===== src/rtl/apb_slave_regfile_if.sv =====
// APB bus bundle for apb_slave_regfile; pstrb_i exists only when APB_PSTRB_EN is defined.
`timescale 1ns / 1ps

interface apb_slave_regfile_if #(
    parameter int unsigned DATA_W = 32,
    parameter int unsigned ADDR_W = 4,
    parameter int unsigned WAIT_W = 4
);
    logic              psel_i;
    logic              penable_i;
    logic [ADDR_W-1:0] paddr_i;
    logic              pwrite_i;
    logic [DATA_W-1:0] pwdata_i;
    logic [WAIT_W-1:0] wait_cfg_i;
`ifdef APB_PSTRB_EN
    logic [DATA_W/8-1:0] pstrb_i;
`endif
    logic [DATA_W-1:0] prdata_o;
    logic              pready_o;
    logic              pslverr_o;

    modport master (
        output psel_i, penable_i, paddr_i, pwrite_i, pwdata_i, wait_cfg_i,
`ifdef APB_PSTRB_EN
        output pstrb_i,
`endif
        input  prdata_o, pready_o, pslverr_o
    );

    modport slave (
        input  psel_i, penable_i, paddr_i, pwrite_i, pwdata_i, wait_cfg_i,
`ifdef APB_PSTRB_EN
        input  pstrb_i,
`endif
        output prdata_o, pready_o, pslverr_o
    );
endinterface


===== src/rtl/apb_slave_regfile.sv =====
// Parametrised APB register file with per-transfer wait states and PSLVERR on out-of-range words.
// Define APB_PSTRB_EN to enable byte-lane write strobes (pstrb_i).
`timescale 1ns / 1ps

module apb_slave_regfile #(
    parameter int unsigned DATA_W = 32,
    parameter int unsigned ADDR_W = 4,
    parameter int unsigned DEPTH  = 16,
    parameter int unsigned WAIT_W = 4
) (
    input logic                clk,
    input logic                reset,
    apb_slave_regfile_if.slave apb_io
);
    localparam int unsigned IdxW  = (DEPTH > 1) ? $clog2(DEPTH) : 1;
    localparam int unsigned StrbW = DATA_W / 8;

    typedef enum logic [0:0] {StIdle, StAccess} state_e;

    state_e            state_q, state_d;
    logic [WAIT_W-1:0] cnt_q, cnt_d;
    logic [DATA_W-1:0] mem_q [DEPTH];

    logic              addr_ok;
    logic              pready;
    logic              wr_en;
    logic [IdxW-1:0]   idx;
    logic [DATA_W-1:0] wr_data;

    assign addr_ok = (32'(apb_io.paddr_i) < DEPTH);
    assign idx     = apb_io.paddr_i[IdxW-1:0];
    assign pready  = (state_q == StAccess) && (cnt_q == '0);

    assign apb_io.pready_o  = pready;
    assign apb_io.pslverr_o = pready & ~addr_ok;
    assign apb_io.prdata_o  = (pready && !apb_io.pwrite_i && addr_ok) ? mem_q[idx] : '0;

    always_comb begin
        wr_data = apb_io.pwdata_i;
`ifdef APB_PSTRB_EN
        for (int k = 0; k < StrbW; k++) begin
            if (!apb_io.pstrb_i[k]) begin
                wr_data[8*k +: 8] = mem_q[idx][8*k +: 8];
            end
        end
`endif
    end

    always_comb begin
        state_d = state_q;
        cnt_d   = cnt_q;
        wr_en   = 1'b0;
        unique case (state_q)
            StIdle: begin
                // penable_i ignored so masters raising psel/penable together still work.
                if (apb_io.psel_i) begin
                    cnt_d   = apb_io.wait_cfg_i;
                    state_d = StAccess;
                end
            end
            StAccess: begin
                if (!apb_io.psel_i) begin
                    cnt_d   = '0;
                    state_d = StIdle;
                end else if (cnt_q != '0) begin
                    cnt_d = cnt_q - 1'b1;
                end else if (apb_io.penable_i) begin
                    wr_en   = apb_io.pwrite_i & addr_ok;
                    state_d = StIdle;
                end
            end
            default: state_d = StIdle;
        endcase
    end

    always_ff @(posedge clk or posedge reset) begin
        if (reset) begin
            state_q <= StIdle;
            cnt_q   <= '0;
        end else begin
            state_q <= state_d;
            cnt_q   <= cnt_d;
        end
    end

    always_ff @(posedge clk or posedge reset) begin
        if (reset) begin
            for (int i = 0; i < DEPTH; i++) begin
                mem_q[i] <= '0;
            end
        end else if (wr_en) begin
            mem_q[idx] <= wr_data;
        end
    end

    logic unused_strb;
    assign unused_strb = (StrbW == 0);
endmodule


===== src/flat_wrapper.sv =====
// flat-port wrapper written by rule: the top's interface ports become plain ports
module apb_slave_regfile_flat 
#(
    parameter int unsigned DATA_W = 32,
    parameter int unsigned ADDR_W = 4,
    parameter int unsigned DEPTH  = 16,
    parameter int unsigned WAIT_W = 4
)
  (clk, reset, apb_io_psel_i, apb_io_penable_i, apb_io_paddr_i, apb_io_pwrite_i, apb_io_pwdata_i, apb_io_wait_cfg_i, apb_io_prdata_o, apb_io_pready_o, apb_io_pslverr_o);
  apb_slave_regfile_if #(.DATA_W(DATA_W), .ADDR_W(ADDR_W), .WAIT_W(WAIT_W)) apb_io_i ();
  input logic clk;
  input logic reset;
  input wire logic [$bits(apb_io_i.psel_i)-1:0] apb_io_psel_i;
  input wire logic [$bits(apb_io_i.penable_i)-1:0] apb_io_penable_i;
  input wire logic [$bits(apb_io_i.paddr_i)-1:0] apb_io_paddr_i;
  input wire logic [$bits(apb_io_i.pwrite_i)-1:0] apb_io_pwrite_i;
  input wire logic [$bits(apb_io_i.pwdata_i)-1:0] apb_io_pwdata_i;
  input wire logic [$bits(apb_io_i.wait_cfg_i)-1:0] apb_io_wait_cfg_i;
  output wire logic [$bits(apb_io_i.prdata_o)-1:0] apb_io_prdata_o;
  output wire logic [$bits(apb_io_i.pready_o)-1:0] apb_io_pready_o;
  output wire logic [$bits(apb_io_i.pslverr_o)-1:0] apb_io_pslverr_o;
  assign apb_io_i.psel_i = apb_io_psel_i;
  assign apb_io_i.penable_i = apb_io_penable_i;
  assign apb_io_i.paddr_i = apb_io_paddr_i;
  assign apb_io_i.pwrite_i = apb_io_pwrite_i;
  assign apb_io_i.pwdata_i = apb_io_pwdata_i;
  assign apb_io_i.wait_cfg_i = apb_io_wait_cfg_i;
  assign apb_io_prdata_o = apb_io_i.prdata_o;
  assign apb_io_pready_o = apb_io_i.pready_o;
  assign apb_io_pslverr_o = apb_io_i.pslverr_o;
  apb_slave_regfile #(.DATA_W(DATA_W), .ADDR_W(ADDR_W), .DEPTH(DEPTH), .WAIT_W(WAIT_W)) u_core (.clk(clk), .reset(reset), .apb_io(apb_io_i));
endmodule

===== config.mk =====
export PLATFORM = sky130hd
export DESIGN_NAME = apb_slave_regfile_flat
export DESIGN_NICKNAME = d
export VERILOG_FILES = /design/src/rtl/apb_slave_regfile_if.sv /design/src/rtl/apb_slave_regfile.sv /design/src/flat_wrapper.sv
export SDC_FILE = /design/constraint.sdc
export NUM_CORES = 1
export LEC_CHECK = 0
export CORE_MARGIN = 8
export CORE_UTILIZATION = 45
export DETAILED_ROUTE_END_ITERATION = 7
export PLACE_DENSITY_LB_ADDON = 0.08
export RECOVER_POWER = 50
export SETUP_SLACK_MARGIN = 0.2
export SYNTH_ARGS = -nofsm -noshare
export SYNTH_HDL_FRONTEND = slang
export SYNTH_SLANG_ARGS = --single-unit

===== constraint.sdc =====
create_clock -name clk -period 17.4 [get_ports clk]
set_input_delay 3.48 -clock clk [delete_from_list [all_inputs] [get_ports clk]]
set_output_delay 3.48 -clock clk [all_outputs]
set_load 0.05 [all_outputs]

==> Word-level counts from Yosys, hierarchy flattened <==
Cells that the tools add are included.
{ "totals": {"out_inout_bits": 34, "latch_bits": 0, "memories": 0, "register_bits": 517, "inputBits": 45, "mem_bits_ro": 0, "ram_bits": 0} }
{ "classes": {"eq_ne": 2, "addsub": 1, "shifts": 0, "mul": 0, "muxes": 20, "n_bitwise": 2, "div": 0, "reduce_logical": 7, "magnitude_cmp": 2} }
{ "ops": {"columns": ["op", "count"], "rows": [
  ["bitwise mux 512 bit", 1],
  ["binary-select mux 32 bit (select 4 bit)", 1],
  ["demux 32 bit (select 4 bit)", 1],
  ["2-to-1 mux 32 bit", 4],
  ["2-to-1 mux 4 bit", 3],
  ["2-to-1 mux 1 bit", 8],
  ["one-hot mux 4 bit (2 select lines)", 1],
  [">= comparator 5 bit, second input constant", 1],
  ["< comparator 5 x 1 -> 1 bit, second input constant", 1],
  ["NOT 4 -> 5 bit", 1],
  ["logical NOT 4 bit", 1],
  ["nonzero test 4 bit", 1],
  ["subtractor 4 x 1 -> 4 bit, second input constant", 1],
  ["logical AND 1 bit", 3],
  ["inequality test 3 bit, second input constant", 1],
  ["inequality test 2 bit, second input constant", 1],
  ["one-hot mux 1 bit (2 select lines)", 1],
  ["AND reduction 2 bit", 1],
  ["logical NOT 1 bit", 1],
  ["NOT 1 bit", 1]
]} }

==> Longest topological paths before layout <==
Gate-level depths: netlist of run 1.
{ "depth": {"word_depth": 6, "ltp_mapped": 8} }

==> Worst setup path after synthesis of run 1 <==
OpenSTA, ideal clock, no wires.
{ "synth_path": {"path_type": "input -> output", "startpoint": "input port apb_io_paddr_i[0]", "endpoint": "output port apb_io_prdata_o[10]", "setup_slack_ns": 8.568, "path_buffers": 3, "t_arrival_ns": 5.352, "cell_stages": 6, "cell_sequence": "buf_2 > buf_1 > buf_2 > mux4_2 > a22oi_1 > nand2_1"} }
{ "synth_via": {"elab_chain_len": 5} }
{ "synth_lines": {"columns": ["item", "line", "rtl"], "rows": [
  ["start, declared", "flat_wrapper.sv:15", "input wire logic [$bits(apb_io_i.paddr_i)-1:0] apb_io_paddr_i;"],
  ["NOT 4 -> 5 bit (not written as such)", "apb_slave_regfile.sv:36", "assign apb_io.prdata_o = (pready && !apb_io.pwrite_i && addr_ok) ? mem_q[idx] : '0;"],
  ["binary-select mux 32 bit (select 4 bit)", "apb_slave_regfile.sv:36", null],
  ["2-to-1 mux 32 bit (not written as such) (2 in series)", "apb_slave_regfile.sv:36", null],
  ["2-to-1 mux 32 bit", "apb_slave_regfile.sv:36", null],
  ["end, declared", "flat_wrapper.sv:19", "output wire logic [$bits(apb_io_i.prdata_o)-1:0] apb_io_prdata_o;"]
]} }
No other way between the ends. The select of a mux whose other input is x is not followed.

==> Final worst setup path of run 1 <==
{ "layout_path": {"startpoint": "input port apb_io_paddr_i[1]", "endpoint": "output port apb_io_prdata_o[19]"} }
The elaborated chain is that of the path after synthesis.

==> summary.md, run 1 <==
| Metric | Value |
|---|---|
| Sink Count | 517 |
| Die ar. | 59400 sq um |
| Final Cycle Share | 69.5% |
| Cts bufs inserted | 56 |
| Most frequent cell after synthesis | mux2_2 |
| Worst setup SP type | input port |
| Top Metal Used | met4 |
| R2R setup slack | 13.05 ns |
| Mux share of post-synthesis cell area | 38.7% |
| Cts repair resizes | 0 |
| Drt drc | 0 |
| Setup crit end kind | output port |
| DPL Wire Length | 29000 um |
| Flops & latches, synth | 517 |
| YS warnings | 0 |
| Worst clock skew | 0.00943 ns |
| Critical path cell sequence | buf_4 -> clkbuf_1 -> mux4_2 -> a22oi_1 -> nand2_1 -> clkdlybuf4s50_1 |
| Syn nets | 1521 |
| Setup TNS | 0 ns |
| Top post-synthesis cells by count | mux2_2 (545), dfrtp_1 (517), mux4_2 (128) |
| Final setup violation count | 0 |
| GP Congestion | 0.714 |
| Core ar. | 51300 sq um |
| Hold Fails Final Rpt | 0 |
| Crit path required time | 13.92 ns |
| Synth Flop Type | dfrtp_1 |
| Hold buffers post-CTS | 0 |
| Chip Width | 244 um |
| Synth Area in XOR/XNOR | 0% |
| Cell taking the most area after synthesis | dfrtp_1 |
| Worst setup margin | 5.31 ns |
| Met2 wire length | 24900 um |
| Total grt overflow | 0 |
| DRT iter0 DRCs | 819 |
| Max-slew violations | 223 |
| Max incr delay on CP | 2.54 ns |
| FILL cells | 4317 |
| WP data arrival | 8.61 ns |
| Placed inst area | 24700 sq um |
| Cell Count, Final, Fillers Out | 2233 |
| First-pass DRT Iterations | 5 |
| Leak | 13.0 nW |
| Row count | 83 |
| Pwr per Cell Area | 99.4 nW/um^2 |
| Max Cap Viol | 5 |
| Number of synthesized flops with an enable pin | 0 |
| Largest net degree at the start of global routing | 180 |
| First-pass GRT wire length | 87900 um |
| Failing checks | max-capacitance violations, max-slew violations |
| Vias | 12800 |
| Synth Area in Simple Gates | 2.04% |
| Rel. slew slack | -164% |
| Compound-Gate Fraction of Synth Area | 1.33% |
| Initial antenna violation count | 1 |
| Crit Path Max Fanout | 56 |
| Max VDD drop | 0.0000805 V |
| Share of layout cells above drive strength 1 | 51.4% |
| Initial Util | 45.4% |
| Clock transition at path regs | 0.05 ns |
| Post-Place Setup Slack | 6.30 ns |
| Synth async-reset ratio | 100% |
| Final Net Count | 1558 |
| Drt wl/cell | 24.9 um |
| RSZ-0062 raised after global routing | false |
| Hold crit path type | register to register |
| Synth top area cells | dfrtp_1 (55%), mux2_2 (26%), mux4_2 (12%) |
| Seq/Total Area, Yosys | 55.5% |
| Vias in the first global route | 14000 |
| Worst setup path category | input port to output port |
| Combinational family with the most area after synthesis | multiplexers |
| Synth top area share | 55.5% |
| Htree depth | 2 |
| Synthesis-to-layout area growth | 13.6% |
| Met1 WL | 27400 um |
| TritonCTS clock tree | done |
| Achievable Freq | 82.7 MHz |
| Clock Path Buffers | 3 |
| Adder-Cell Fraction of Synth Area | 0.0537% |
| Final Cell Area | 26500 sq um |
| Setup bufs post-CTS | 0 |
| Syn Area/Cell | 15.8 sq um |
| Inst Count DP | 2134 |
| Root Driver | clkbuf_16 |
| Cell Area, Synth | 23300 sq um |
| I/O pin total | 79 |
| Syn Inst Count | 1475 |
| Worst-Margin Slew | 3.96 ns |
| Port Buffers | 77 |
| Total track usage | 19.1% |
| Chip height | 244 um |
| Distinct cells, synth | 29 |
| Clk_lat worst skew | 0.59 ns |
| DR WL met3 | 2140 um |
| Fin crit period | 12.09 ns |
| Final Routed Wirelength | 55500 um |
| Post-route ant nets | 0 |
| Status | complete, but fails checks |
| Worst path slowest cell | clkbuf_1 |
| Vias per cell | 5.75 |
layout make-up:
type | instances | area (sq um) | share of cell area (%)
sequential | 517 | 12900 | 48.9
multi-input combinational | 826 | 9880 | 37.3
clock buffer | 93 | 1750 | 6.62
timing repair buffer | 104 | 983 | 3.71
tap | 680 | 851 | 3.21
clock inverter | 4 | 47.5 | 0.180
inverter | 7 | 27.5 | 0.104
antenna | 2 | 5.00 | 0.0189
state kept, by name, indices dropped and copies added, names as in the netlist:
signal          flops
u_core.cnt_q        4
u_core.mem_q      512
u_core.state_q      1
path summary, 6_finish.rpt:
path                                                from                            end  cells after the start
min in group asynchronous                          reset  u_core.mem_q[417]$_DFFE_PP0P_                      2
max reg2reg                  u_core.cnt_q[0]$_DFFE_PP0P_    u_core.mem_q[7]$_DFFE_PP0P_                      7
max                                    apb_io_paddr_i[1]            apb_io_prdata_o[19]                      6
min                        u_core.mem_q[230]$_DFFE_PP0P_  u_core.mem_q[230]$_DFFE_PP0P_                      1
max in group asynchronous                          reset  u_core.mem_q[261]$_DFFE_PP0P_                      3
min reg2reg                u_core.mem_q[230]$_DFFE_PP0P_  u_core.mem_q[230]$_DFFE_PP0P_                      1
cells in the final DEF (no fill, tap or decap), types with 2 or more instances in the layout:
cell,n
dfrtp_1,517
nor3b_1,2
nand3b_1,2
clkdlybuf4s50_1,72
inv_1,6
diode_2,2
dlygate4sd3_1,2
clkbuf_16,57
a22oi_1,32
o21ai_0,6
clkinv_2,2
nor4_2,2
mux2_2,545
nor2_1,5
nor3_2,3
clkbuf_1,21
mux4_2,128
nor3_1,4
buf_4,23
nand2b_1,2
buf_12,2
nand2_2,10
clkbuf_8,19
nand2_1,73
cells by family after synthesis:
kind of cell	Yosys count
DFF	517
other	1
buffers and inverters	132
and+or+nand+nor	107
adders and majority gates	1
muxes	674
AOI/OAI and AO/OA	43
metrics by stage:
stage / total power, mW / hold slack (ns) / util [%]
after floorplan: 1.44 / 0.474 / -
after global placement: 1.49 / 0.482 / 48.1
after detailed placement: 1.50 / 0.487 / 48.1
after CTS: 2.67 / 0.500 / 51.7
after global routing: 2.74 / 0.505 / 51.6
final: 2.63 / 0.498 / 51.6
per-layer routing:
metal / vias up / track usage [%]
li1: 5567 / -
met1: 6984 / 28.6
met2: 206 / 28.7
met3: 81 / 3.05
met4: 0 / 4.94
met5: - / 0
report_power, final:
| group | switching (mW) | internal, mW |
|---|---|---|
| clock network | 0.466 | 0.692 |
| logic | 0.0943 | 0.0925 |
| registers | 0.0273 | 1.26 |
worst max-delay path, delay by kind of cell:
family,cells,cell delay [ns]
buffers and inverters,3,4.10
AO/OA/AOI/OAI,1,0.12
multiplexers,1,0.63
AND/OR/NAND/NOR,1,0.21
No activity file was read; power rests on OpenSTA's default activity.
==> run 2: changes to the inputs <==
==> constraint.sdc (replaced) <==
create_clock -name clk -period 10.16 [get_ports clk]
set_input_delay 2.032 -clock clk [delete_from_list [all_inputs] [get_ports clk]]
set_output_delay 2.032 -clock clk [all_outputs]
set_load 0.05 [all_outputs]
==> run 2 against run 1 <==
The run still ends with max-capacitance violations, max-slew violations left. Critical path type unchanged. Largest cell class unchanged. Clock-buffer cell count is 3 lower. Combinational power up 71%. Global-route usage hardly changed. Core utilization increased by 0.10 points. Sequential share of layout area down 0.097 points. Via count rose by 0.49%. Flip-flop and latch count unchanged.
==> summary.md, run 2 (synthesized netlist as in run 1, its figures left out) <==
| Metric | Value |
|---|---|
| Status | complete, but fails checks |
| Failing checks | max-capacitance violations, max-slew violations |
| Synthesis-to-layout area growth | 13.8% |
| Cts bufs inserted | 56 |
| Sink Count | 517 |
| Row count | 83 |
| Vias per cell | 5.75 |
| RSZ-0062 raised after global routing | false |
| Hold Path Cell Cnt | 1 |
| Max Cap Viol | 4 |
| Worst setup SP type | input port |
| Power Total | 4.55 mW |
| Setup bufs post-CTS | 0 |
| Total grt overflow | 0 |
| Drt drc | 0 |
| Largest net degree at the start of global routing | 160 |
| I/O pin total | 79 |
| Endpoint, Worst Hold | u_core.mem_q[293]$_DFFE_PP0P_ |
| Reg2Reg Depth | 7 |
| Hold crit path type | register to register |
| Clock Path Buffers | 3 |
| Pwr per Cell Area | 171 nW/um^2 |
| Inst Count DP | 2137 |
| Setup TNS | 0 ns |
| Worst-Margin Slew | 3.98 ns |
| Fin crit period | 8.14 ns |
| Crit Path Max Fanout | 36 |
| Leak | 13.0 nW |
| Final Cycle Share | 80.1% |
| Setup crit end kind | output port |
| Root Driver | clkbuf_16 |
| Largest registers | u_core.mem_q (512), u_core.cnt_q (4), u_core.state_q (1) |
| Hold Fails Final Rpt | 0 |
| Htree depth | 2 |
| Clk_lat worst skew | 0.60 ns |
| DPL Wire Length | 29900 um |
| R2R Path End | u_core.mem_q[316]$_DFFE_PP0P_ |
| Top reg by flops | u_core.mem_q |
| Hold buffers post-CTS | 0 |
| First-pass DRT Iterations | 6 |
| Die ar. | 59400 sq um |
| Initial antenna violation count | 2 |
| Initial Util | 45.4% |
| Core ar. | 51300 sq um |
| Vias | 12900 |
| Crit path required time | 8.13 ns |
| Max reg flops | 512 |
| Drt wl/cell | 25.0 um |
| Max-slew violations | 288 |
| Rel. slew slack | -165% |
| Max VDD drop | 0.000120 V |
| Most frequent cells in the layout | mux2_2 (545), dfrtp_1 (517), mux4_2 (128) |
| Clock transition at path regs | 0.06 ns |
| Cts repair resizes | 0 |
| WP data arrival | 6.10 ns |
| Most common cell after layout, fill and taps aside | mux2_2 |
| Post-route ant nets | 0 |
| Worst setup path category | input port to output port |
| Cell Count, Final, Fillers Out | 2242 |
| Port Buffers | 77 |
| Vias in the first global route | 13900 |
| Total track usage | 19.0% |
| Final setup violation count | 0 |
| Chip height | 244 um |
| DRT iter0 DRCs | 612 |
| Final Net Count | 1561 |
| First-pass GRT wire length | 87300 um |
| Launching point of the worst reg2reg path | u_core.cnt_q[1]$_DFFE_PP0P_ |
| Worst clock skew | 0.0116 ns |
| Final Routed Wirelength | 56000 um |
| Chip Width | 244 um |
| Achievable Freq | 123 MHz |
| Hold path start | u_core.mem_q[293]$_DFFE_PP0P_ |
| Share of layout cells above drive strength 1 | 51.5% |
| R2R setup slack | 6.52 ns |
| TritonCTS clock tree | done |
| GP Congestion | 0.717 |
==> run 2: layout make-up <==
class | instances | area, sq um
Antenna cell | 2 | 5.00
Clock buffer | 90 | 1680
Clock inverter | 13 | 148
Fill cell | 4339 | 24800
Inverter | 7 | 30.0
Multi-Input combinational cell | 826 | 9880
Sequential cell | 517 | 12900
Tap cell | 680 | 851
Timing Repair Buffer | 107 | 1000
==> run 2: layer usage <==
layer,share of wire [%],global-route usage (%),vias to the layer above
met5,0.023,0,-
met1,48,28.0,7030
met2,45,28.8,220
met3,4.5,3.25,86
met4,2.4,5.52,2
li1,-,-,5563
==> run 2: per-stage QoR <==
step / area, sq um / utilization, % / setup WS, ns / hold slack, ns
after floorplan: 23300 / - / 1.11 / 0.474
after global placement: 24700 / 48.2 / 3.01 / 0.482
after detailed placement: 24700 / 48.2 / 3.03 / 0.487
after CTS: 26600 / 51.8 / 3.02 / 0.500
after global routing: 26500 / 51.7 / 1.87 / 0.504
final: 26500 / 51.7 / 2.02 / 0.496
==> run 2: critical path: stages <==
cell	delay, ns
buf_4	0.46
clkbuf_1	1.87
mux4_2	0.55
a22oi_1	0.10
nand2_1	0.17
clkdlybuf4s50_1	0.84
==> run 2: worst max-delay path by stage <==
stage | from | end | slack, ns | cells past startpoint
2_1_floorplan | reset | u_core.cnt_q[0]$_DFFE_PP0P_ | 1.11 | 1
3_3_place_gp | apb_io_paddr_i[0] | apb_io_prdata_o[7] | 3.01 | 7
3_5_place_dp | apb_io_paddr_i[0] | apb_io_prdata_o[7] | 3.03 | 7
4_1_cts | apb_io_paddr_i[0] | apb_io_prdata_o[7] | 3.02 | 7
5_1_grt | apb_io_paddr_i[1] | apb_io_prdata_o[9] | 1.87 | 6
6_report | apb_io_paddr_i[1] | apb_io_prdata_o[20] | 2.02 | 6
==> run 2: power breakdown <==
| part | internal, mW | total (mW) | switching [mW] |
|---|---|---|---|
| sequential | 2.16 | 2.20 | 0.0470 |
| combinational | 0.158 | 0.320 | 0.162 |
| clock | 1.20 | 2.02 | 0.823 |
==> run 3: changes to the inputs <==
==> constraint.sdc (replaced) <==
create_clock -name clk -period 7.5 [get_ports clk]
set_input_delay 1.5 -clock clk [delete_from_list [all_inputs] [get_ports clk]]
set_output_delay 1.5 -clock clk [all_outputs]
set_load 0.05 [all_outputs]
==> run 3 against run 2 <==
The flow still finishes with violations (max-capacitance violations, max-slew violations). Design area increased by 0.55%. Sequential share of layout area down 0.27 points. Register-to-register slack got worse by 2.7 ns. Via count grew 0.36%. Setup slack worse by 1.1 ns. Core utilization up 0.29 points. Final cell count shrank 0.27%. Non-clock buffer count down 2. Clock-buffer cell count rose by 1. Hold slack better by 0.0022 ns. Critical path type unchanged. Critical endpoint is now apb_io_prdata_o[22]. Largest cell class unchanged. Highest routed layer unchanged.
==> summary.md, run 3 (synthesized netlist as in run 1, its figures left out) <==
| Metric | Value |
|---|---|
| WP data arrival | 5.12 ns |
| First-pass GRT wire length | 87500 um |
| Achievable Freq | 151 MHz |
| Final Routed Wirelength | 55600 um |
| Failing checks | max-capacitance violations, max-slew violations |
| Total grt overflow | 0 |
| Hold Fails Final Rpt | 0 |
| Root Driver | clkbuf_16 |
| Initial antenna violation count | 1 |
| Max reg flops | 512 |
| Top reg by flops | u_core.mem_q |
| Htree depth | 2 |
| Port Buffers | 77 |
| Post-route ant nets | 0 |
| Sink Count | 517 |
| DPL Wire Length | 29000 um |
| Chip height | 244 um |
| Vias in the first global route | 13900 |
| Row count | 83 |
| I/O pin total | 79 |
| Inserted Diodes | 0 |
| Die ar. | 59400 sq um |
| Crit Path Max Fanout | 39 |
| Initial Util | 45.4% |
| Final setup violation count | 0 |
| Hold buffers post-CTS | 0 |
| Synthesis-to-layout area growth | 14.4% |
| TritonCTS clock tree | done |
| RSZ-0062 raised after global routing | false |
| Core ar. | 51300 sq um |
| Most frequent cells in the layout | mux2_2 (545), dfrtp_1 (517), mux4_2 (128) |
| Clk_lat worst skew | 0.60 ns |
| Drt drc | 0 |
| Worst-Margin Slew | 3.35 ns |
| Total track usage | 19.0% |
| Largest registers | u_core.mem_q (512), u_core.cnt_q (4), u_core.state_q (1) |
| Max VDD drop | 0.000164 V |
| Hold WS | 0.499 ns |
| Vias | 12900 |
| Final Cycle Share | 88.2% |
| Max Cap Viol | 2 |
| Vias per cell | 5.79 |
| Drt wl/cell | 24.8 um |
| Crit path required time | 6.00 ns |
| Worst setup path category | input port to output port |
| Share of layout cells above drive strength 1 | 52.1% |
| Final Net Count | 1560 |
| Setup TNS | 0 ns |
| GP Congestion | 0.726 |
| Hold crit path type | register to register |
| Max-slew violations | 168 |
| Setup crit end kind | output port |
| Clock transition at path regs | 0.06 ns |
| Pwr per Cell Area | 237 nW/um^2 |
| Worst clock skew | 0.0172 ns |
| Cts repair resizes | 0 |
| Largest net degree at the start of global routing | 192 |
| Fin crit period | 6.62 ns |
| First-pass DRT Iterations | 5 |
| Clock Path Buffers | 3 |
| Leak | 13.1 nW |
| Chip Width | 244 um |
| Status | complete, but fails checks |
| Setup bufs post-CTS | 0 |
| DRT iter0 DRCs | 746 |
| FILL cells | 4294 |
| Rel. slew slack | -123% |
| Cts bufs inserted | 57 |
| Worst setup SP type | input port |
| Most common cell after layout, fill and taps aside | mux2_2 |
[run 3: cell types whose count changed in the layout (fill, tap and decap cells not counted), sizes merged]
cell | before | now
clkinv | 8 | 4
clkinvlp | 1 | 2
inv | 8 | 6
buf | 28 | 29
diode | 2 | 0
bufinv | 3 | 5
clkbuf | 95 | 93
[run 3: report_power, final]
| group | leakage (nW) | switching [mW] | total [mW] | internal, mW |
|---|---|---|---|---|
| combinational | 4.92 | 0.219 | 0.434 | 0.215 |
| sequential | 7.17 | 0.0636 | 2.98 | 2.92 |
| clock | 0.967 | 1.11 | 2.89 | 1.78 |
| total | 13.1 | 1.39 | 6.31 | 4.92 |
[run 3: final cells by class]
cell class | instances | area (sq um) | area share, %
Clock inverter | 10 | 178 | 0.666
Tap cell | 680 | 851 | 3.19
Timing Repair Buffer | 105 | 1020 | 3.84
Inverter | 7 | 27.5 | 0.103
Multi-Input combinational cell | 826 | 9880 | 37.0
Sequential cell | 517 | 12900 | 48.5
Clock buffer | 91 | 1780 | 6.69
[run 3: routing by layer]
layer / part of all wire, % / up-vias / wire, um / global-route usage (%)
li1: - / 5556 / - / -
met1: 48 / 7116 / 26700 / 28.0
met2: 46 / 204 / 25700 / 29.1
met3: 3.9 / 70 / 2140 / 3.11
met4: 1.8 / 2 / 976 / 4.98
met5: 0.023 / - / 13 / 0
[run 3: worst max-delay path: stages]
cell,delay (ns)
buf_4,0.53
clkbuf_1,1.45
mux4_2,0.47
a22oi_1,0.29
nand2_1,0.10
clkdlybuf4s50_1,0.72
[run 3: path summary, 6_finish.rpt]
check	startpoint	endpoint	slack, ns	depth (start not counted)
max	apb_io_paddr_i[1]	apb_io_prdata_o[22]	0.88	6
min	u_core.mem_q[273]$_DFFE_PP0P_	u_core.mem_q[273]$_DFFE_PP0P_	0.50	1
max reg2reg	u_core.cnt_q[1]$_DFFE_PP0P_	u_core.mem_q[348]$_DFFE_PP0P_	3.77	7
min reg2reg	u_core.mem_q[273]$_DFFE_PP0P_	u_core.mem_q[273]$_DFFE_PP0P_	0.50	1
max in group asynchronous	reset	u_core.mem_q[454]$_DFFE_PP0P_	2.20	3
min in group asynchronous	reset	u_core.mem_q[385]$_DFFE_PP0P_	1.54	2
[run 3: stage by stage]
step                util [%]  instances  setup WS (ns)  instance area (sq um)  power (mW)
floorplan                  -       1475          -1.02                  23300        3.34
detailed placement      48.2       2135           1.48                  24700        3.48
global placement        48.2       2135           1.48                  24700        3.46
global route            52.0       2236          0.737                  26700        6.57
finish                  52.0       2236          0.883                  26700        6.31
CTS                     52.1       2236           1.49                  26700        6.41
